[src/rtl/div_result_memo_if.sv]
// rtl/div_result_memo_if.sv - pipeline and divider signals around the divide result memo
interface div_result_memo_if #(
   parameter int XLEN = 64
);
   logic            StallM;
   logic            FlushE;
   logic            IntDivE;
   logic            DivSignedE;
   logic            W64E;
   logic [XLEN-1:0] ForwardedSrcAE;
   logic [XLEN-1:0] ForwardedSrcBE;
   logic            DivStartE;
   logic            DivDoneM;
   logic [XLEN-1:0] DivQuotM;
   logic [XLEN-1:0] DivRemM;
   logic            DivReqE;
   logic            MemoHitM;
   logic [XLEN-1:0] QuotM;
   logic [XLEN-1:0] RemM;

   modport master (
      output StallM, FlushE, IntDivE, DivSignedE, W64E,
      output ForwardedSrcAE, ForwardedSrcBE,
      output DivStartE, DivDoneM, DivQuotM, DivRemM,
      input  DivReqE, MemoHitM, QuotM, RemM
   );

   modport slave (
      input  StallM, FlushE, IntDivE, DivSignedE, W64E,
      input  ForwardedSrcAE, ForwardedSrcBE,
      input  DivStartE, DivDoneM, DivQuotM, DivRemM,
      output DivReqE, MemoHitM, QuotM, RemM
   );
endinterface

[src/rtl/div_result_memo.sv]
// rtl/div_result_memo.sv - one-entry memo of the last completed division
// Serves repeated div/rem operands from the entry and suppresses the divider start on a hit.
module div_result_memo #(
   parameter int XLEN    = 64,
   parameter bit MEMO_EN = 1'b1
) (
   input logic               clk,
   input logic               reset,
   div_result_memo_if.slave  bus
);

   typedef enum logic {
      PEND_IDLE,
      PEND_BUSY
   } pend_state_t;

   pend_state_t     pend_state;
   pend_state_t     pend_next;

   logic            valid;
   logic [XLEN-1:0] tag_a;
   logic [XLEN-1:0] tag_b;
   logic            tag_signed;
   logic            tag_w64;
   logic [XLEN-1:0] memo_quot;
   logic [XLEN-1:0] memo_rem;

   logic [XLEN-1:0] pend_a;
   logic [XLEN-1:0] pend_b;
   logic            pend_signed;
   logic            pend_w64;

   logic            pend;
   logic            hit_e;
   logic            entry_write;
   logic            pend_capture;

   logic            memo_hit_m;
   logic [XLEN-1:0] hit_quot;
   logic [XLEN-1:0] hit_rem;

   assign pend = (pend_state == PEND_BUSY);

   // Raw operand compare; W-type upper bits are not masked, so a mismatch there just misses.
   assign hit_e = MEMO_EN
                & bus.IntDivE
                & valid
                & ~pend
                & (bus.ForwardedSrcAE == tag_a)
                & (bus.ForwardedSrcBE == tag_b)
                & (bus.DivSignedE == tag_signed)
                & (bus.W64E == tag_w64);

   assign bus.DivReqE = bus.IntDivE & ~hit_e;

   always_ff @(posedge clk) begin
      if (reset) begin
         pend_state <= PEND_IDLE;
      end else begin
         pend_state <= pend_next;
      end
   end

   // Completion beats a same-cycle flush: the divider result is already final.
   always_comb begin
      pend_next    = pend_state;
      entry_write  = 1'b0;
      pend_capture = 1'b0;
      case (pend_state)
         PEND_IDLE: begin
            pend_next = PEND_IDLE;
         end
         PEND_BUSY: begin
            if (bus.DivDoneM) begin
               entry_write = 1'b1;
               pend_next   = PEND_IDLE;
            end else if (bus.FlushE) begin
               pend_next = PEND_IDLE;
            end
         end
         default: begin
            pend_next = PEND_IDLE;
         end
      endcase
      if (bus.DivStartE) begin
         pend_capture = 1'b1;
         pend_next    = PEND_BUSY;
      end
   end

   always_ff @(posedge clk) begin
      if (pend_capture) begin
         pend_a      <= bus.ForwardedSrcAE;
         pend_b      <= bus.ForwardedSrcBE;
         pend_signed <= bus.DivSignedE;
         pend_w64    <= bus.W64E;
      end
   end

   always_ff @(posedge clk) begin
      if (reset) begin
         valid <= 1'b0;
      end else if (entry_write) begin
         valid <= 1'b1;
      end
   end

   always_ff @(posedge clk) begin
      if (entry_write) begin
         tag_a      <= pend_a;
         tag_b      <= pend_b;
         tag_signed <= pend_signed;
         tag_w64    <= pend_w64;
         memo_quot  <= bus.DivQuotM;
         memo_rem   <= bus.DivRemM;
      end
   end

   always_ff @(posedge clk) begin
      if (reset) begin
         memo_hit_m <= 1'b0;
      end else if (!bus.StallM) begin
         memo_hit_m <= hit_e & ~bus.FlushE;
      end
   end

   always_ff @(posedge clk) begin
      if (!bus.StallM) begin
         hit_quot <= memo_quot;
         hit_rem  <= memo_rem;
      end
   end

   assign bus.MemoHitM = memo_hit_m;
   assign bus.QuotM    = memo_hit_m ? hit_quot : bus.DivQuotM;
   assign bus.RemM     = memo_hit_m ? hit_rem  : bus.DivRemM;

endmodule

[src/flat_wrapper.sv]
// flat-port wrapper written by rule: the top's interface ports become plain ports
module div_result_memo_flat 
#(
   parameter int XLEN    = 64,
   parameter bit MEMO_EN = 1'b1
)
  (clk, reset, bus_StallM, bus_FlushE, bus_IntDivE, bus_DivSignedE, bus_W64E, bus_ForwardedSrcAE, bus_ForwardedSrcBE, bus_DivStartE, bus_DivDoneM, bus_DivQuotM, bus_DivRemM, bus_DivReqE, bus_MemoHitM, bus_QuotM, bus_RemM);
  div_result_memo_if #(.XLEN(XLEN)) bus_i ();
  input logic clk;
  input logic reset;
  input wire logic [$bits(bus_i.StallM)-1:0] bus_StallM;
  input wire logic [$bits(bus_i.FlushE)-1:0] bus_FlushE;
  input wire logic [$bits(bus_i.IntDivE)-1:0] bus_IntDivE;
  input wire logic [$bits(bus_i.DivSignedE)-1:0] bus_DivSignedE;
  input wire logic [$bits(bus_i.W64E)-1:0] bus_W64E;
  input wire logic [$bits(bus_i.ForwardedSrcAE)-1:0] bus_ForwardedSrcAE;
  input wire logic [$bits(bus_i.ForwardedSrcBE)-1:0] bus_ForwardedSrcBE;
  input wire logic [$bits(bus_i.DivStartE)-1:0] bus_DivStartE;
  input wire logic [$bits(bus_i.DivDoneM)-1:0] bus_DivDoneM;
  input wire logic [$bits(bus_i.DivQuotM)-1:0] bus_DivQuotM;
  input wire logic [$bits(bus_i.DivRemM)-1:0] bus_DivRemM;
  output wire logic [$bits(bus_i.DivReqE)-1:0] bus_DivReqE;
  output wire logic [$bits(bus_i.MemoHitM)-1:0] bus_MemoHitM;
  output wire logic [$bits(bus_i.QuotM)-1:0] bus_QuotM;
  output wire logic [$bits(bus_i.RemM)-1:0] bus_RemM;
  assign bus_i.StallM = bus_StallM;
  assign bus_i.FlushE = bus_FlushE;
  assign bus_i.IntDivE = bus_IntDivE;
  assign bus_i.DivSignedE = bus_DivSignedE;
  assign bus_i.W64E = bus_W64E;
  assign bus_i.ForwardedSrcAE = bus_ForwardedSrcAE;
  assign bus_i.ForwardedSrcBE = bus_ForwardedSrcBE;
  assign bus_i.DivStartE = bus_DivStartE;
  assign bus_i.DivDoneM = bus_DivDoneM;
  assign bus_i.DivQuotM = bus_DivQuotM;
  assign bus_i.DivRemM = bus_DivRemM;
  assign bus_DivReqE = bus_i.DivReqE;
  assign bus_MemoHitM = bus_i.MemoHitM;
  assign bus_QuotM = bus_i.QuotM;
  assign bus_RemM = bus_i.RemM;
  div_result_memo #(.XLEN(XLEN), .MEMO_EN(MEMO_EN)) u_core (.clk(clk), .reset(reset), .bus(bus_i));
endmodule
[config.mk]
export PLATFORM = sky130hd
export DESIGN_NAME = div_result_memo_flat
export DESIGN_NICKNAME = d
export VERILOG_FILES = /design/src/rtl/div_result_memo_if.sv /design/src/rtl/div_result_memo.sv /design/src/flat_wrapper.sv
export SDC_FILE = /design/constraint.sdc
export NUM_CORES = 1
export LEC_CHECK = 0
export BUFFER_PORTS_ARGS = -buffer_cell sky130_fd_sc_hd__buf_2
export CORE_ASPECT_RATIO = 0.5
export CORE_UTILIZATION = 32
export CTS_CLUSTER_SIZE = 12
export DETAILED_ROUTE_END_ITERATION = 8
export GPL_TIMING_DRIVEN = 0
export PLACE_DENSITY = 0.64
export REMOVE_ABC_BUFFERS = 1
export SYNTH_ARGS = -nofsm -noshare
export SYNTH_HDL_FRONTEND = slang
export SYNTH_SLANG_ARGS = --single-unit
[constraint.sdc]
create_clock -name clk -period 9.7 [get_ports clk]
set_input_delay 1.94 -clock clk [delete_from_list [all_inputs] [get_ports clk]]
set_output_delay 1.94 -clock clk [all_outputs]
set_load 0.03 [all_outputs]
==> impl_metrics.tcl <==
set metrics [dict create \
    status "finished clean" \
    critPathArrivalTime_ns 4.03 \
    cts.root.buffer_cell "sky130_fd_sc_hd__clkbuf_16" \
    timing.critical_path.slowest_cell_delay_ns 0.48 \
    global_route_wire_length_before_repair_mm 56.3 \
    cts.path.max_buffers 3 \
    worst_reg2reg_setup_slack_ns 7.45 \
    timing.critical_path.fanout_max 2 \
    drt_iter0_drc 619 \
    first_global_vias 9213 \
    leading_cell_types_in_the_layout_fill_and_taps_excluded "516 x sky130_fd_sc_hd__edfxtp_1, 393 x sky130_fd_sc_hd__buf_2, 128 x sky130_fd_sc_hd__mux2_2, 100 x sky130_fd_sc_hd__xor2_1, 51 x sky130_fd_sc_hd__clkbuf_16" \
    coreArea_sq_um 56400 \
    htree_num_levels 2 \
    critPathTopFamily "simple AND/OR/NAND/NOR gates" \
    timing.final.max_slew_violations 0 \
    synth_seq_area_share 0.839 \
    layout_worst_path_cycle_share 0.615 \
    ir_worst_vdd_v 0.000128 \
    cts_setup_buffers 0 \
    routedWlPerCell_um 18.8 \
    critical_path_required_ns 7.76 \
    worst_setup_path_start_kind "primary input" \
    timing.setup.tns_ns 0 \
    synth.lib_cells_used.distinct 20 \
    cts_bufs_inserted 51 \
    cts_hold_buffers 0 \
    buf_inv_stages_crit_path 2 \
    overflow 0 \
    portBuffers 394 \
    num_rows 61 \
    timing.reg2reg.worst_path_depth 6 \
    hpwl_mm 25.9 \
    cap_viol_max_count 0 \
    placed_cells 1995 \
    die_span_in_x_um 342 \
    critPathKind "primary input to output pin" \
    power.density_cell_area_nw_per_um2 204 \
    synth-seq-cells 519 \
    die_area_sq_um 59000 \
    vias_per_cell 4.30 \
    setup_violating_endpoint_count_in_the_final_report 0 \
    crit_end "bus_DivReqE" \
    hold_ws_ns 0.413 \
    synth_warnings 0 \
    initial_core_util 0.329 \
    timing.critical_path.depth 8 \
    synth_area_sq_um 18500 \
    gp_congestion 0.784 \
    drcViolationCount 0 \
    achievable-frequency_mhz 168 \
    cts_tree "done" \
    area_growth_pct 24.7 \
    r2r_start "u_core.tag_a[14]$_DFFE_PP_" \
    rsz0062_at_grt "false" \
    clock-skew-final_ns 0.0130 \
    routed_wl_mm 39.2 \
    initial_antenna_violation_count 13 \
    critPathSlowestCell "sky130_fd_sc_hd__nor4_1" \
    synth_cells 851 \
    hold_violations 0 \
    pin_count 395 \
    final_antenna_net_count 0 \
    end_kind "output pin" \
    global_router_s_overall_resource_usage 0.127 \
    clock_network_latency_to_the_later_pin_of_the_worst_skew_pair_ns 0.56 \
    synth_area_per_cell_sq_um 21.8 \
    crit_path_cell_trace "buf_2 > xor2_1 > nor4_1 > nand4_1 > nor4_1 > nand4_1 > and2_1 > buf_2" \
    worstHoldPathType "flop to flop" \
    maxSlewHeadroom 0.580 \
    clock_sink_count 519 \
    cellLeakagePower_nw 8.28 \
    fp.dieH_um 172 \
    clock_period_minus_final_worst_setup_slack_ns 5.97 \
    worst_pin_slew_ns 0.629 \
    grt_max_degree 94 \
    final_cells 2083 \
    r2r_end "u_core.bus.MemoHitM$_SDFFE_PP0N_" \
    drive_above_1_share 0.453 \
    final_net_count 1557 \
    worstSetupStartpoint "bus_ForwardedSrcBE[50]" \
    pre_cts_slack_ns 3.57 \
    via_count 8960 \
    worst_setup_hold_path_clk_slew_ns 0.06 \
    layout_setup_ws_ns 3.73 \
    drt_first_pass_iters 6 \
    number_of_cells_upsized_or_downsized_after_cts 0 \
    most_common_cell_after_layout_fill_and_taps_aside "sky130_fd_sc_hd__edfxtp_1" \
]
==> per-stage QoR <==
stage / total power (W) / cell area (sq um) / utilization
finish: 0.00472 / 23100 / 0.410
global placement: 0.00295 / 21400 / 0.379
floorplan: 0.00281 / 18500 / -
detailed placement: 0.00294 / 21600 / 0.384
global route: 0.00491 / 23100 / 0.410
CTS: 0.00479 / 23100 / 0.409
==> area by class of cell <==
class	count	area [sq um]
antenna	13	32.5
clock buffer	66	1350
sequential	519	15600
fill	5014	33300
timing repair buffer	402	2200
multi-input combinational	315	2910
tap	756	946
clock inverter	9	111
inverter	3	16.3
==> worst register-to-register path: cells and delay by family, from the launching register on <==
kind / cells / cell delay, ns
simple gates: 4 / 1.42
flops: 1 / 0.38
compound gates: 1 / 0.19
xor+xnor: 1 / 0.17
==> power breakdown <==
part / internal, W / total [W] / switching (W)
Combinational: 0.000105 / 0.000276 / 0.000171
Sequential: 0.00259 / 0.00262 / 0.0000301
Clock: 0.00102 / 0.00182 / 0.000800
Total: 0.00372 / 0.00472 / 0.00100
==> per-layer routing <==
| layer | routed length (um) | vias to the layer above | global-route usage | share of wire |
|---|---|---|---|---|
| met3 | 1350 | 59 | 0.0254 | 0.034 |
| li1 | - | 4246 | - | - |
| met1 | 15500 | 4511 | 0.151 | 0.39 |
| met5 | 0 | - | 0 | 0 |
| met4 | 876 | 0 | 0.0530 | 0.022 |
| met2 | 21500 | 144 | 0.227 | 0.55 |
==> state kept, by name (all words and copies together), names as in the netlist, 64 cells and up <==
register and count:
u_core.memo_rem 64, u_core.pend_a 64, u_core.memo_quot 64, u_core.tag_b 64, u_core.pend_b 64, u_core.hit_rem 64
u_core.tag_a 64, u_core.hit_quot 64
==> cell usage after synthesis <==
library cell	instances	area share
sky130_fd_sc_hd__nand2_1	3	0.00061
sky130_fd_sc_hd__o22ai_1	2	0.00067
sky130_fd_sc_hd__nor3_1	2	0.00054
sky130_fd_sc_hd__edfxtp_1	516	0.84
sky130_fd_sc_hd__xor2_1	100	0.047
sky130_fd_sc_hd__a21oi_1	1	0.00027
sky130_fd_sc_hd__xnor2_1	28	0.013
sky130_fd_sc_hd__and2_1	2	0.00067
sky130_fd_sc_hd__and3_1	1	0.00034
sky130_fd_sc_hd__mux2_2	128	0.078
sky130_fd_sc_hd__inv_1	3	0.00061
sky130_fd_sc_hd__a221oi_1	1	0.00047
sky130_fd_sc_hd__or3_1	1	0.00034
sky130_fd_sc_hd__nand4_1	13	0.0044
sky130_fd_sc_hd__nor4_1	27	0.0091
sky130_fd_sc_hd__buf_2	11	0.0030
sky130_fd_sc_hd__nand3_1	1	0.00027
sky130_fd_sc_hd__dfxtp_1	3	0.0032
sky130_fd_sc_hd__clkbuf_1	3	0.00061
sky130_fd_sc_hd__nor2_1	5	0.0010
==> cell families (layout without fill, tap and decap cells) <==
family / count (synthesis) / count (layout) / share of synthesized area
AND/OR/NAND/NOR: 55 / 55 / 0.0173
buffers and inverters: 17 / 480 / 0.00418
multiplexers: 128 / 128 / 0.0777
XOR/XNOR: 128 / 128 / 0.0605
flip-flops: 519 / 519 / 0.839
other: 0 / 13 / 0
AO/OA/AOI/OAI: 4 / 4 / 0.00142
==> worst min-delay path by stage <==
stage	slack, ns	startpoint	cells after the start	end
2_1_floorplan	0.40	u_core.memo_quot[0]$_DFFE_PP_	0	u_core.hit_quot[0]$_DFFE_PN_
3_3_place_gp	0.40	u_core.pend_b[10]$_DFFE_PP_	0	u_core.tag_b[10]$_DFFE_PP_
3_5_place_dp	0.40	u_core.memo_quot[26]$_DFFE_PP_	0	u_core.hit_quot[26]$_DFFE_PN_
4_1_cts	0.41	u_core.pend_b[54]$_DFFE_PP_	0	u_core.tag_b[54]$_DFFE_PP_
5_1_grt	0.41	u_core.memo_quot[62]$_DFFE_PP_	0	u_core.hit_quot[62]$_DFFE_PN_
6_report	0.41	u_core.pend_a[35]$_DFFE_PP_	0	u_core.tag_a[35]$_DFFE_PP_
Power figures use the tool's default switching activity.
